===== config.mk =====
export PLATFORM = sky130hd
export DESIGN_NAME = wb_select_stage
export DESIGN_NICKNAME = d
export VERILOG_FILES = /design/src/rtl/wb_select_stage.sv
export SDC_FILE = /design/constraint.sdc
export NUM_CORES = 1
export LEC_CHECK = 0
export CAP_MARGIN = 5
export CORE_ASPECT_RATIO = 0.5
export CORE_MARGIN = 10
export CORE_UTILIZATION = 23
export DETAILED_ROUTE_END_ITERATION = 8
export SYNTH_ARGS = -nofsm -noshare
export SYNTH_HDL_FRONTEND = slang
export SYNTH_SLANG_ARGS = --single-unit

===== constraint.sdc =====
create_clock -name clk -period 1.87 [get_ports clk]
set_input_delay 0.374 -clock clk [delete_from_list [all_inputs] [get_ports clk]]
set_output_delay 0.374 -clock clk [all_outputs]
set_load 0.05 [all_outputs]

===== src/rtl/wb_select_stage.sv =====
// Writeback select stage: picks one of NUM_SRC result sources and carries rd/we to the register-file write port.
// Latency: 1 cycle from accept to out_valid. Sustains 1 request/cycle while out_ready stays high.
// Backpressure: a 2-entry main+skid buffer absorbs one stall cycle; in_ready drops only while the skid entry is occupied.
module wb_select_stage #(
    parameter int WIDTH      = 32,
    parameter int NUM_SRC    = 9,
    parameter int SEL_W      = 4,
    parameter int RA_W       = 5,
    parameter bit ZERO_GUARD = 1'b1
) (
    input  logic                     clk,
    input  logic                     reset_n,

    input  logic                     in_valid,
    output logic                     in_ready,
    input  logic [NUM_SRC*WIDTH-1:0] src_data,
    input  logic [SEL_W-1:0]         sel,
    input  logic [RA_W-1:0]          in_rd,
    input  logic                     in_we,

    output logic                     out_valid,
    input  logic                     out_ready,
    output logic [WIDTH-1:0]         out_data,
    output logic [RA_W-1:0]          out_rd,
    output logic                     out_we,

    output logic                     sel_err,
    input  logic                     err_clr
);

    // One writeback entry as it travels through the buffer.
    typedef struct packed {
        logic [WIDTH-1:0] data;
        logic [RA_W-1:0]  rd;
        logic             we;
    } entry_t;

    // Main (presented) register and skid register.
    entry_t main_q, main_d;
    entry_t skid_q, skid_d;
    logic   out_valid_q, out_valid_d;
    logic   skid_valid_q, skid_valid_d;
    logic   sel_err_q, sel_err_d;

    logic             accept;
    logic             release_out;
    logic             sel_legal;
    logic [WIDTH-1:0] mux_data;
    entry_t           new_entry;

    // The skid entry is the only reason to refuse a request.
    assign in_ready    = !skid_valid_q;
    assign accept      = in_valid && in_ready;
    assign release_out = out_valid_q && out_ready;
    assign sel_legal   = (int'(sel) < NUM_SRC);

    // Source mux; an out-of-range select yields zero rather than an arbitrary slice.
    always_comb begin
        mux_data = '0;
        for (int k = 0; k < NUM_SRC; k++) begin
            if (int'(sel) == k) begin
                mux_data = src_data[k*WIDTH +: WIDTH];
            end
        end
    end

    // Build the entry for this cycle's request; writes to r0 are suppressed when guarded.
    always_comb begin
        new_entry      = '0;
        new_entry.data = mux_data;
        new_entry.rd   = in_rd;
        new_entry.we   = in_we && sel_legal && !(ZERO_GUARD && (in_rd == '0));
    end

    // Next-state for the two-entry buffer and the sticky select-error flag.
    always_comb begin
        main_d       = main_q;
        skid_d       = skid_q;
        out_valid_d  = out_valid_q;
        skid_valid_d = skid_valid_q;
        sel_err_d    = sel_err_q;

        // Drain: refill main from skid, otherwise main goes empty (fields hold).
        if (release_out) begin
            if (skid_valid_q) begin
                main_d       = skid_q;
                skid_valid_d = 1'b0;
            end else begin
                out_valid_d  = 1'b0;
            end
        end

        // Fill: accept implies skid is empty, so a released main is always free here.
        if (accept) begin
            if (!out_valid_q || release_out) begin
                main_d       = new_entry;
                out_valid_d  = 1'b1;
            end else begin
                skid_d       = new_entry;
                skid_valid_d = 1'b1;
            end
        end

        // A set on the same edge beats a clear.
        if (accept && !sel_legal) begin
            sel_err_d = 1'b1;
        end else if (err_clr) begin
            sel_err_d = 1'b0;
        end
    end

    // State registers; reset discards any in-flight entries.
    always_ff @(posedge clk or negedge reset_n) begin
        if (!reset_n) begin
            main_q       <= '0;
            skid_q       <= '0;
            out_valid_q  <= 1'b0;
            skid_valid_q <= 1'b0;
            sel_err_q    <= 1'b0;
        end else begin
            main_q       <= main_d;
            skid_q       <= skid_d;
            out_valid_q  <= out_valid_d;
            skid_valid_q <= skid_valid_d;
            sel_err_q    <= sel_err_d;
        end
    end

    assign out_valid = out_valid_q;
    assign out_data  = main_q.data;
    assign out_rd    = main_q.rd;
    assign out_we    = main_q.we;
    assign sel_err   = sel_err_q;

endmodule


==> impl_metrics.env <==
export IMPL_setup_violations=0
export IMPL_core_area_um2=27800
export IMPL_vias=8500
export IMPL_ys_seq_area_share_pct=30.5
export IMPL_drv_cap=0
export IMPL_power_density_nw_per_um2=975
export IMPL_dieArea_um2=35700
export IMPL_postSynthNetCount=1134
export IMPL_numCtsBuffers=9
export IMPL_fmax_ghz=0.551
export IMPL_drv_slew=0
export IMPL_grt_max_degree=36
export IMPL_drc=0
export IMPL_crit_path_max_fanout=17
export IMPL_p_leak_nw=4.74
export IMPL_routed_via_density=5.28
export IMPL_antenna_left=0
export IMPL_max_clock_path_buffers=2
export IMPL_syn_avg_cell_area_um2=7.81
export IMPL_die_width_um=257
export IMPL_status="completed"
export IMPL_hold_ws_ns=0.480
export IMPL_drtIter0Drc=1038
export IMPL_io_pins=344
export IMPL_required_ns=2.09
export IMPL_grt_pass1_wl_um=57100
export IMPL_place_gp_congestion=0.969
export IMPL_yosys_register_bits=79
export IMPL_stdcell_count=1610
export IMPL_grt_pass1_vias=8489
export IMPL_synth_async_reset_ratio_pct=100
export IMPL_r2r_setup_slack_ns=0.26
export IMPL_drt_first_pass_iters=6
export IMPL_fillers=2797
export IMPL_layout_common_cells="clkdlybuf4s50_1 (297), buf_4 (131), a21oi_1 (109), o21ai_0 (86), dfrtp_1 (79)"
export IMPL_hold_viol=0
export IMPL_synth_edff_count=0
export IMPL_cts_htree_levels=3
export IMPL_io_buffers=343
export IMPL_clk_latency_ns=0.35
export IMPL_timing_final_ws_setup_ns=0.0536
export IMPL_ys_flop_type="dfrtp_1"
export IMPL_fin_util_pct=40.8
export IMPL_max_slew_margin_rel_pct=73.1
export IMPL_hp_class="primary input to asynchronous set/reset pin"
export IMPL_ir_drop_mv=0.477
export IMPL_mostFrequentLayoutCell="clkdlybuf4s50_1"
export IMPL_place_worst_setup_slack_ns=-0.554
export IMPL_grtUsageTotal_pct=21.1
export IMPL_arrival_ns=2.04
export IMPL_wl_um=39800
export IMPL_synth_distinct_cells=47
export IMPL_rsz0062_at_grt="no"
export IMPL_syn_to_final_growth_pct=74.7
export IMPL_gr_total_overflow=0
export IMPL_start_util_pct=23.4
export IMPL_worst_clock_skew_ns=0.00988
export IMPL_cts_tree="yes"
export IMPL_yosysWarnings=0
export IMPL_fin_nets=1518
export IMPL_clock_root_buffer="clkbuf_16"
export IMPL_hpwl_um=32900
export IMPL_max_slew_worst_pin_slew_ns=0.400
export IMPL_finalCritPeriodShare_pct=97.1
export IMPL_cts_sinks=79
export IMPL_end_kind="register"
export IMPL_syn_inst=831
export IMPL_drive_gt1_share_pct=16.4
export IMPL_dp_cells=1580
export IMPL_worstSetupPathType="primary input to register"
export IMPL_tns_ns=0
export IMPL_core_rowCount=43
export IMPL_fin_crit_ns=1.82
export IMPL_start_kind="primary input"
export IMPL_clkTransAtPathRegs_ns=0.07
export IMPL_syn_area_um2=6490
export IMPL_routedWlPerCell_um=24.7
export IMPL_die_h_um=139
export IMPL_antenna_found_initial=8
synthesized netlist by cell type, drive strengths merged, types with 2 or more instances:
cell type | count | area, um^2
nand2b | 7 | 43.8
a31oi | 52 | 325
nor2b | 29 | 181
nor4b | 2 | 47.6
buf | 50 | 309
a22oi | 5 | 37.5
nor2 | 39 | 156
o22ai | 30 | 188
clkbuf | 33 | 125
o211ai | 3 | 22.5
o32a | 2 | 20.0
a221o | 25 | 250
o221ai | 6 | 52.6
nand3 | 27 | 135
o21ai | 91 | 455
o21a | 2 | 15.0
a221oi | 4 | 35.0
mux2i | 46 | 460
a21oi | 109 | 546
mux2 | 10 | 113
or3 | 26 | 163
nand2 | 37 | 141
a32oi | 25 | 234
inv | 54 | 203
dfrtp | 79 | 1980
nor3 | 26 | 130
layer usage:
metal,vias up,wire (um),GRT usage (%)
met4,0,1280,7.24
met1,4151,15300,25.0
met2,381,19600,35.9
li1,3901,-,-
met5,-,0,0
met3,67,3480,6.19
worst paths after layout:
path | startpoint | end | cells past startpoint
max | sel[2] | out_data[3] | 7
max in group asynchronous | reset_n | out_data[22] | 3
min | reset_n | sel_err | 2
min reg2reg | skid_q[32] | skid_q[32] | 2
min in group clk | skid_q[32] | skid_q[32] | 2
max reg2reg | skid_valid_q | skid_q[28] | 5
registers in the layout, indices dropped and copies added, names as in the netlist:
signal and cells:
skid_q 38, out_we 1, out_data 32, out_valid 1
out_rd 5, sel_err 1, skid_valid_q 1
critical path, stage by stage:
cell and delay [ns]:
clkdlybuf4s15_1 0.23, or4b_1 0.54, buf_4 0.24, buf_4 0.19, o21ai_0 0.12, or3_1 0.23, a32oi_1 0.11
report_power, final:
group	total, mW	leakage, nW	switching, mW	internal [mW]
combinational	6.17	3.66	3.63	2.55
sequential	3.15	0.937	0.582	2.56
clock	1.73	0.137	0.776	0.954
cell families (layout without fill, tap and decap cells):
logic type,after synthesis,after routing,share of synthesized area [%]
AOI/OAI and AO/OA,360,360,34.4
other,0,8,0
buffers and inverters,138,527,9.88
DFF,79,79,30.5
and+or+nand+nor,197,197,16.0
muxes,57,57,9.18
per-stage QoR:
| stage | instance area, um^2 | total power, mW |
|---|---|---|
| final | 11300 | 11.1 |
| after global routing | 11300 | 11.6 |
| after CTS | 11300 | 11.1 |
| after detailed placement | 10900 | 9.32 |
| after global placement | 10900 | 9.21 |
| after floorplan | 6490 | 6.52 |
area by class of cell:
cell class                 count  area (um^2)  share of cell area, %
antenna                        8         20.0                  0.177
clock buffer                  10          239                   2.11
clock inverter                 6         52.6                  0.464
inverter                      55          206                   1.82
multi-input combinational    614         3910                   34.5
sequential                    79         1980                   17.4
tap                          382          478                   4.22
timing repair buffer         456         4450                   39.3
timing repair:
item / CTS / global route
resized for setup: 3 / 7
setup endpoints to repair: 60 / 25
hold buffers: 1 / 0
gates cloned: 3 / 0
endpoints found under the hold margin: 23 / 0
pin swaps: 1 / 2
buffers inserted: 2 / 0
Power figures use the tool's default switching activity.
